**src/rtl/d_debounce_pkg.sv**
```systemverilog
// Shared definitions for the d_debounce input conditioner: FSM encoding and default sizing.
package d_debounce_pkg;

    typedef enum logic [1:0] {
        LOW_STABLE  = 2'd0,
        RISE_CHK    = 2'd1,
        HIGH_STABLE = 2'd2,
        FALL_CHK    = 2'd3
    } state_t;

    localparam int DEF_SYNC_STAGES   = 2;
    localparam int DEF_STABLE_CYCLES = 4;
    localparam int DEF_CNT_W         = 3;

    // The counter only needs to reach STABLE_CYCLES-1, never beyond.
    function automatic bit cnt_w_ok(input int w, input int stable);
        return (2 ** w) > (stable - 1);
    endfunction

endpackage

```
**src/rtl/d_debounce_sync_chain.sv**
```systemverilog
// Multi-flop synchroniser for asynchronous level inputs; reset clears every stage to 0.
module sync_chain
    import d_debounce_pkg::*;
#(
    parameter int SYNC_STAGES = DEF_SYNC_STAGES
) (
    input  logic clk,
    input  logic rst,
    input  logic d_async,
    output logic d_sync
);

    logic [SYNC_STAGES-1:0] ff;

    always_ff @(posedge clk or posedge rst) begin
        if (rst) begin
            ff <= '0;
        end else begin
            ff <= {ff[SYNC_STAGES-2:0], d_async};
        end
    end

    assign d_sync = ff[SYNC_STAGES-1];

endmodule

```
**src/rtl/d_debounce.sv**
```systemverilog
// Debouncer: synchronises d_raw, qualifies level changes over STABLE_CYCLES samples,
// and drives a registered clean level plus one-cycle rise/fall strobes.
//
// state       | meaning
// ------------+----------------------------------------------
// LOW_STABLE  | d_clean=0 accepted, waiting for a 1 sample
// RISE_CHK    | qualifying a candidate 0->1 change
// HIGH_STABLE | d_clean=1 accepted, waiting for a 0 sample
// FALL_CHK    | qualifying a candidate 1->0 change
module d_debounce
    import d_debounce_pkg::*;
#(
    parameter int SYNC_STAGES   = DEF_SYNC_STAGES,
    parameter int STABLE_CYCLES = DEF_STABLE_CYCLES,
    parameter int CNT_W         = DEF_CNT_W
) (
    input  logic clk,
    input  logic rst,
    input  logic d_raw,
    output logic d_clean,
    output logic rise,
    output logic fall,
    output logic busy
);

    if (SYNC_STAGES < 2) begin : g_bad_sync
        $error("d_debounce: SYNC_STAGES must be >= 2");
    end
    if (STABLE_CYCLES < 2) begin : g_bad_stable
        $error("d_debounce: STABLE_CYCLES must be >= 2");
    end
    if (!cnt_w_ok(CNT_W, STABLE_CYCLES)) begin : g_bad_cnt_w
        $error("d_debounce: CNT_W too narrow for STABLE_CYCLES");
    end

    localparam logic [CNT_W-1:0] CNT_ONE  = CNT_W'(1);
    localparam logic [CNT_W-1:0] CNT_LAST = CNT_W'(STABLE_CYCLES - 1);

    logic             d_sync;
    state_t           state, state_nxt;
    logic [CNT_W-1:0] cnt, cnt_nxt;
    logic             clean_nxt, rise_nxt, fall_nxt;

    sync_chain #(.SYNC_STAGES(SYNC_STAGES)) u_sync (
        .clk     (clk),
        .rst     (rst),
        .d_async (d_raw),
        .d_sync  (d_sync)
    );

    always_ff @(posedge clk or posedge rst) begin
        if (rst) begin
            state   <= LOW_STABLE;
            cnt     <= '0;
            d_clean <= 1'b0;
            rise    <= 1'b0;
            fall    <= 1'b0;
        end else begin
            state   <= state_nxt;
            cnt     <= cnt_nxt;
            d_clean <= clean_nxt;
            rise    <= rise_nxt;
            fall    <= fall_nxt;
        end
    end

    // The first differing sample loads cnt=1, so acceptance happens on the
    // STABLE_CYCLES-th consecutive differing sample.
    always_comb begin
        state_nxt = state;
        cnt_nxt   = cnt;
        clean_nxt = d_clean;
        rise_nxt  = 1'b0;
        fall_nxt  = 1'b0;
        case (state)
            LOW_STABLE: begin
                if (d_sync) begin
                    state_nxt = RISE_CHK;
                    cnt_nxt   = CNT_ONE;
                end
            end
            RISE_CHK: begin
                if (!d_sync) begin
                    state_nxt = LOW_STABLE;
                    cnt_nxt   = '0;
                end else if (cnt == CNT_LAST) begin
                    state_nxt = HIGH_STABLE;
                    cnt_nxt   = '0;
                    clean_nxt = 1'b1;
                    rise_nxt  = 1'b1;
                end else begin
                    cnt_nxt = cnt + CNT_ONE;
                end
            end
            HIGH_STABLE: begin
                if (!d_sync) begin
                    state_nxt = FALL_CHK;
                    cnt_nxt   = CNT_ONE;
                end
            end
            FALL_CHK: begin
                if (d_sync) begin
                    state_nxt = HIGH_STABLE;
                    cnt_nxt   = '0;
                end else if (cnt == CNT_LAST) begin
                    state_nxt = LOW_STABLE;
                    cnt_nxt   = '0;
                    clean_nxt = 1'b0;
                    fall_nxt  = 1'b1;
                end else begin
                    cnt_nxt = cnt + CNT_ONE;
                end
            end
            default: begin
                state_nxt = LOW_STABLE;
                cnt_nxt   = '0;
            end
        endcase
    end

    always_comb begin
        busy = (state == RISE_CHK) || (state == FALL_CHK);
    end

endmodule

```
**config.mk**
```make
export PLATFORM = sky130hd
export DESIGN_NAME = d_debounce
export DESIGN_NICKNAME = d
export VERILOG_FILES = /design/src/rtl/d_debounce_pkg.sv /design/src/rtl/d_debounce_sync_chain.sv /design/src/rtl/d_debounce.sv
export SDC_FILE = /design/constraint.sdc
export NUM_CORES = 1
export LEC_CHECK = 0
export ABC_CLOCK_PERIOD_IN_PS = 2000
export CAP_MARGIN = 20
export CELL_PAD_IN_SITES_DETAIL_PLACEMENT = 1
export CELL_PAD_IN_SITES_GLOBAL_PLACEMENT = 1
export CORE_AREA = 2 2 39 41
export DETAILED_ROUTE_END_ITERATION = 10
export DIE_AREA = 0 0 41 43
export GPL_TIMING_DRIVEN = 1
export PLACE_DENSITY = 0.67
export SYNTH_ARGS = -nofsm -noshare
export SYNTH_HDL_FRONTEND = slang
export SYNTH_SLANG_ARGS = --single-unit
```
**constraint.sdc**
```tcl
create_clock -name clk -period 2 [get_ports clk]
set_input_delay 0.3 -clock clk [delete_from_list [all_inputs] [get_ports clk]]
set_output_delay 0.3 -clock clk [all_outputs]
set_load 0.02 [all_outputs]
```
==> flow_summary.json, run 1 <==
{
  "synthFlopType": "dfrtp_1",
  "path_max_fanout": 8,
  "drtAntennaViolNets": 0,
  "grt_use_met1_pct": 14.0,
  "syn_nets": 39,
  "route.detailed.drc": 0,
  "crit_chain": "clkdlybuf4s50_1",
  "ys_seq_area_share_pct": 60.1,
  "grt_pass1_wl_mm": 1.38,
  "start_util_pct": 30.1,
  "final_area_um2": 515,
  "grtUsageMet2_pct": 18.8,
  "endpoint": "busy",
  "final_layout_size_suffix_gt1_share_pct": 14.0,
  "boundaryPins": 7,
  "synth-async-reset-ratio_pct": 100,
  "rrSetupSlack_ns": 0.78,
  "setup_ws_ns": 0.366,
  "seq_area_um2": 250,
  "grt_usage_pct": 12.5,
  "max_freq_ghz": 0.612,
  "timing.final.crit_share_pct": 81.7,
  "port_buffers": 6,
  "via_count": 274,
  "cts_resized": 0,
  "drt_iter0_markers": 0,
  "critical_path.max_stage_delay_ns": 0.64,
  "syn_area_per_cell_um2": 11.9,
  "hold-worst-slack_ns": 0.314,
  "skew_ns": 0.00487,
  "fillCellCount": 159,
  "path_buf_inv": 1,
  "via_per_inst": 4.64,
  "grt_max_degree": 11,
  "crit_slowest_cell": "clkdlybuf4s50_1",
  "synth_edf_count": 0,
  "period_minus_slack_ns": 1.63,
  "stdcell_count": 59,
  "r2r_cells": 4,
  "hold_viol": 0,
  "antenna_cells": 0,
  "synth_top_cells_by_count": "dfrtp_1, nand2_1, o21ai_0",
  "worst_pin_slew_ns": 0.369,
  "reg2reg_to": "d_clean",
  "endpoint_kind": "primary output",
  "design.core.area_um2": 1380,
  "htree_levels": 1,
  "final-setup-viol-count": 0,
  "cts_hold_buffers": 0,
  "die_w_um": 41,
  "cts_tree": "built",
  "utilization_pct": 37.3,
  "cts_setup_buffers": 0,
  "fp.dieH_um": 43,
  "antenna_found_initial": 0,
  "fin_setup_tns_ns": 0,
  "row_count": 14,
  "p_total_mw": 0.621,
  "yosysTopAreaCell": "dfrtp_1",
  "use_met3_pct": 1.57,
  "clkLatencyLatePin_ns": 0.26,
  "r2r-start": "cnt[0]",
  "status": "finished clean",
  "first_global_vias": 322,
  "synth_area_leaders": "dfrtp_1, and3b_1, o32ai_2, xor2_2, o21ai_0",
  "routed_wl_um": 746,
  "clockBufferDepth": 2,
  "wl_per_cell_um": 12.6,
  "crit_arrival_ns": 1.33,
  "dp_slack_ns": 0.633,
  "post-place-cells": 56,
  "yosys_warnings": 0,
  "clk_pin_slew_ns": 0.06,
  "syn_inst": 35,
  "hold_path_class": "in2async",
  "synth-seq-cells": 10,
  "drv_cap": 0,
  "multi_input_area_um2": 155,
  "p_per_area_nw_per_um2": 1200,
  "cts_made_buffers": 3,
  "critPathLaunch": "state[0]",
  "slew_headroom_pct": 75.4,
  "worstPathRequired_ns": 1.70,
  "firstDrtPassIters": 1,
  "worstSetupStartpointType": "flop",
  "syn_area_um2": 417,
  "nets": 49,
  "grt-busiest-layer": "met2",
  "gp_congestion": 0.671,
  "synth_cell_types": 17,
  "p_leak_nw": 0.236,
  "worstSetupPathType": "reg2out",
  "grt_overflow": 0,
  "die-area_um2": 1760,
  "ir_drop_mv": 0.425,
  "maxSlewViolCount": 0,
  "yosysMostFrequentCell": "dfrtp_1",
  "rsz0062_at_grt": "no",
  "clock_tree.root_cell": "clkbuf_4",
  "crit_cells": 1,
  "crit_family": "buffers and inverters",
  "yosysTopAreaCellShare_pct": 60.1,
  "place_area_um2": 493,
  "cts.sinks": 10,
  "syn_to_final_growth_pct": 23.7
}
-- cell type report --
type / instances / area share (%)
inverter: 2 / 1.46
clock buffer: 3 / 4.37
timing repair buffer: 6 / 11.7
tap: 16 / 3.88
multi-input combinational: 22 / 30.1
sequential: 10 / 48.5
-- layer usage --
layer  wire, um  part of all wire (%)  vias to the layer above
li1           -                     -                      132
met1        304                    41                      136
met2        412                    55                        4
met3         21                   2.8                        2
met4          8                   1.1                        0
met5          0                     0                        -
-- where the power goes --
part | internal (mW) | switching [mW] | leakage [nW]
sequential | 0.244 | 0.0482 | 0.123
clock | 0.0691 | 0.0606 | 0.0138
combinational | 0.101 | 0.0981 | 0.0993
total | 0.414 | 0.207 | 0.236
-- cell usage in the layout (no fill, tap or decap) --
cell,netlist,routed
nor3b_1,1,1
and2_2,1,1
ha_1,1,1
o21ai_0,3,3
a21oi_1,1,1
clkbuf_4,0,3
xor2_2,1,1
dfrtp_1,10,10
nand2b_1,1,1
nor2b_1,1,1
o21a_1,2,2
nand2_1,4,4
o32ai_2,1,1
nor2_1,2,2
nand3b_1,1,1
clkdlybuf4s50_1,0,6
inv_1,2,2
and3b_1,2,2
-- logic make-up after synthesis --
group	synth area share [%]
AO/OA/AOI/OAI	12.3
AND/OR/NAND/NOR	18.0
adder cells (fa/ha/maj)	3.00
buffers and inverters	2.70
XOR/XNOR	3.90
flip-flops	60.1
-- registers in the layout, summed over array words and instances, names as in the netlist, named ones only --
register and cells:
cnt 3, u_sync.ff 2, d_clean 1, fall 1
rise 1, state 1
-- worst min-delay path by stage --
| stage | end | start | slack (ns) |
|---|---|---|---|
| after floorplan | async pin | rst | 0.14 |
| after global placement | u_sync.ff[1] | u_sync.ff[0] | 0.34 |
| after detailed placement | u_sync.ff[1] | u_sync.ff[0] | 0.35 |
| after CTS | state[0] | rst | 0.33 |
| after global routing | state[0] | rst | 0.35 |
| final | state[0] | rst | 0.31 |
Power figures use the tool's default switching activity.
==> run 2: changes to the inputs <==
Settings changed: ABC_CLOCK_PERIOD_IN_PS 2000 to 1600.
Clock period 2 ns to 1.6 ns, I/O delays scaled along.
==> run 2 against run 1 <==
Against the previous run:
- combinational power increased by 24%
- register-to-register slack worse by 0.40 ns
- critical path depth unchanged
- routed wire length up 0.40%
- setup slack got worse by 0.24 ns
- sequential cell count unchanged
- final cell count stayed put
- core utilization rose by 0.18 points
- die area unchanged
- count of clock-buffer cells in the layout stayed put
- critical path type unchanged
==> flow_summary.json, run 2 (same netlist as run 1, synthesis figures left out) <==
{
  "antenna_found_initial": 0,
  "hold_path_class": "in2async",
  "max_freq_ghz": 0.677,
  "path_buf_inv": 1,
  "grt_pass1_wl_mm": 1.38,
  "clock_tree.root_cell": "clkbuf_4",
  "route.detailed.drc": 0,
  "antenna_cells": 0,
  "grt_max_degree": 11,
  "clockBufferDepth": 2,
  "grt_usage_pct": 12.5,
  "endpoint_kind": "primary output",
  "status": "finished clean",
  "r2r-start": "cnt[0]",
  "die-area_um2": 1760,
  "place_area_um2": 493,
  "r2r_cells": 4,
  "syn_to_final_growth_pct": 24.3,
  "routed_wl_um": 749,
  "slew_headroom_pct": 75.4,
  "internal_power_mw": 0.515,
  "port_buffers": 6,
  "p_total_mw": 0.773,
  "top_regs": "cnt (3), u_sync.ff (2)",
  "dp_slack_ns": 0.293,
  "worst_pin_slew_ns": 0.369,
  "design.core.area_um2": 1380,
  "clkLatencyLatePin_ns": 0.26,
  "drt_iter0_markers": 0,
  "hold_viol": 0,
  "ir_drop_mv": 0.532,
  "cts_made_buffers": 3,
  "rsz0062_at_grt": "no",
  "drtAntennaViolNets": 0,
  "layout_common_cells": "dfrtp_1, clkdlybuf4s50_1, nand2_1",
  "worstSetupStartpointType": "flop",
  "p_leak_nw": 0.246,
  "first_global_vias": 322,
  "grt_overflow": 0,
  "clk_pin_slew_ns": 0.06,
  "largest_register_ffs": 3,
  "drv_cap": 0,
  "p_seq_share_pct": 47.2,
  "cts_tree": "built",
  "largest_register": "cnt",
  "worstPathRequired_ns": 1.36,
  "path_max_fanout": 3,
  "critical_path.max_stage_delay_ns": 0.62,
  "crit_slowest_cell": "clkdlybuf4s50_1",
  "layout_commonest_cell": "dfrtp_1",
  "worstSetupPathType": "reg2out",
  "final-setup-viol-count": 0,
  "gp_congestion": 0.671,
  "firstDrtPassIters": 1,
  "swShare_pct": 33.4,
  "crit_arrival_ns": 1.24,
  "p_per_area_nw_per_um2": 1490,
  "via_per_inst": 4.64,
  "start_util_pct": 30.1,
  "htree_levels": 1,
  "fillCellCount": 160,
  "final_layout_size_suffix_gt1_share_pct": 14.0,
  "rrSetupSlack_ns": 0.38,
  "boundaryPins": 7,
  "final_area_um2": 518,
  "p_clk_share_pct": 21.0,
  "crit_family": "buffers and inverters",
  "crit_chain": "clkdlybuf4s50_1",
  "timing.final.crit_share_pct": 92.3,
  "setup_ws_ns": 0.123,
  "wl_per_cell_um": 12.7,
  "fp.dieH_um": 43,
  "cts.sinks": 10,
  "p_sw_mw": 0.258,
  "row_count": 14,
  "via_count": 274,
  "reg2reg_to": "d_clean",
  "fin_setup_tns_ns": 0,
  "skew_ns": 0.00487,
  "period_minus_slack_ns": 1.48,
  "combPwrFrac_pct": 31.9,
  "maxSlewViolCount": 0,
  "nets": 49,
  "die_w_um": 41,
  "cts_hold_buffers": 0
}
[run 2: cell count changes in the layout (fill, tap and decap cells not counted), sizes merged]
cell           before  now
dlymetal6s2s        0    1
clkdlybuf4s50       6    5
[run 2: metrics by stage]
step / hold WS (ns) / cells / utilization, %
after detailed placement: 0.346 / 56 / 35.6
after CTS: 0.266 / 59 / 37.3
after global placement: 0.340 / 56 / 35.6
after floorplan: 0.0802 / 35 / -
after global routing: 0.292 / 59 / 37.4
final: 0.254 / 59 / 37.4
[run 2: what timing repair did]
action / 4_1_cts / 5_1_grt
setup endpoints to repair: 0 / 1
gates resized for setup: 0 / 1
setup buffers: 0 / 0
[run 2: layout make-up]
cell class,instances,area [um^2],share of cell area [%]
clock buffer,3,22.5,4.35
inverter,2,7.51,1.45
multi-input combinational,22,155,30.0
sequential,10,250,48.3
tap,16,20.0,3.86
timing repair buffer,6,62.6,12.1
[run 2: how the worst max path moves through the flow]
stage / from / endpoint / slack [ns] / depth (start not counted)
floorplan: cnt[0] / d_clean / 0.51 / 4
global placement: state[0] / busy / 0.33 / 1
detailed placement: state[0] / busy / 0.29 / 1
CTS: state[0] / busy / 0.009 / 1
global route: d_clean / d_clean / 0.07 / 1
finish: d_clean / d_clean / 0.12 / 1
[run 2: metal layers]
| layer | GRT usage (%) | up-vias | part of all wire (%) |
|---|---|---|---|
| met4 | 12.0 | 0 | 1.1 |
| li1 | - | 132 | - |
| met5 | 0 | - | 0 |
| met1 | 14.0 | 136 | 41 |
| met2 | 18.8 | 4 | 55 |
| met3 | 1.57 | 2 | 3.1 |
[run 2: power by group through the flow]
| stage | clock network [mW] | logic, mW | registers, mW |
|---|---|---|---|
| 2_1_floorplan | 0 | 0.184 | 0.360 |
| 3_3_place_gp | 0 | 0.240 | 0.363 |
| 3_5_place_dp | 0 | 0.253 | 0.372 |
| 4_1_cts | 0.167 | 0.256 | 0.367 |
| 5_1_grt | 0.178 | 0.285 | 0.377 |
| 6_report | 0.162 | 0.246 | 0.365 |
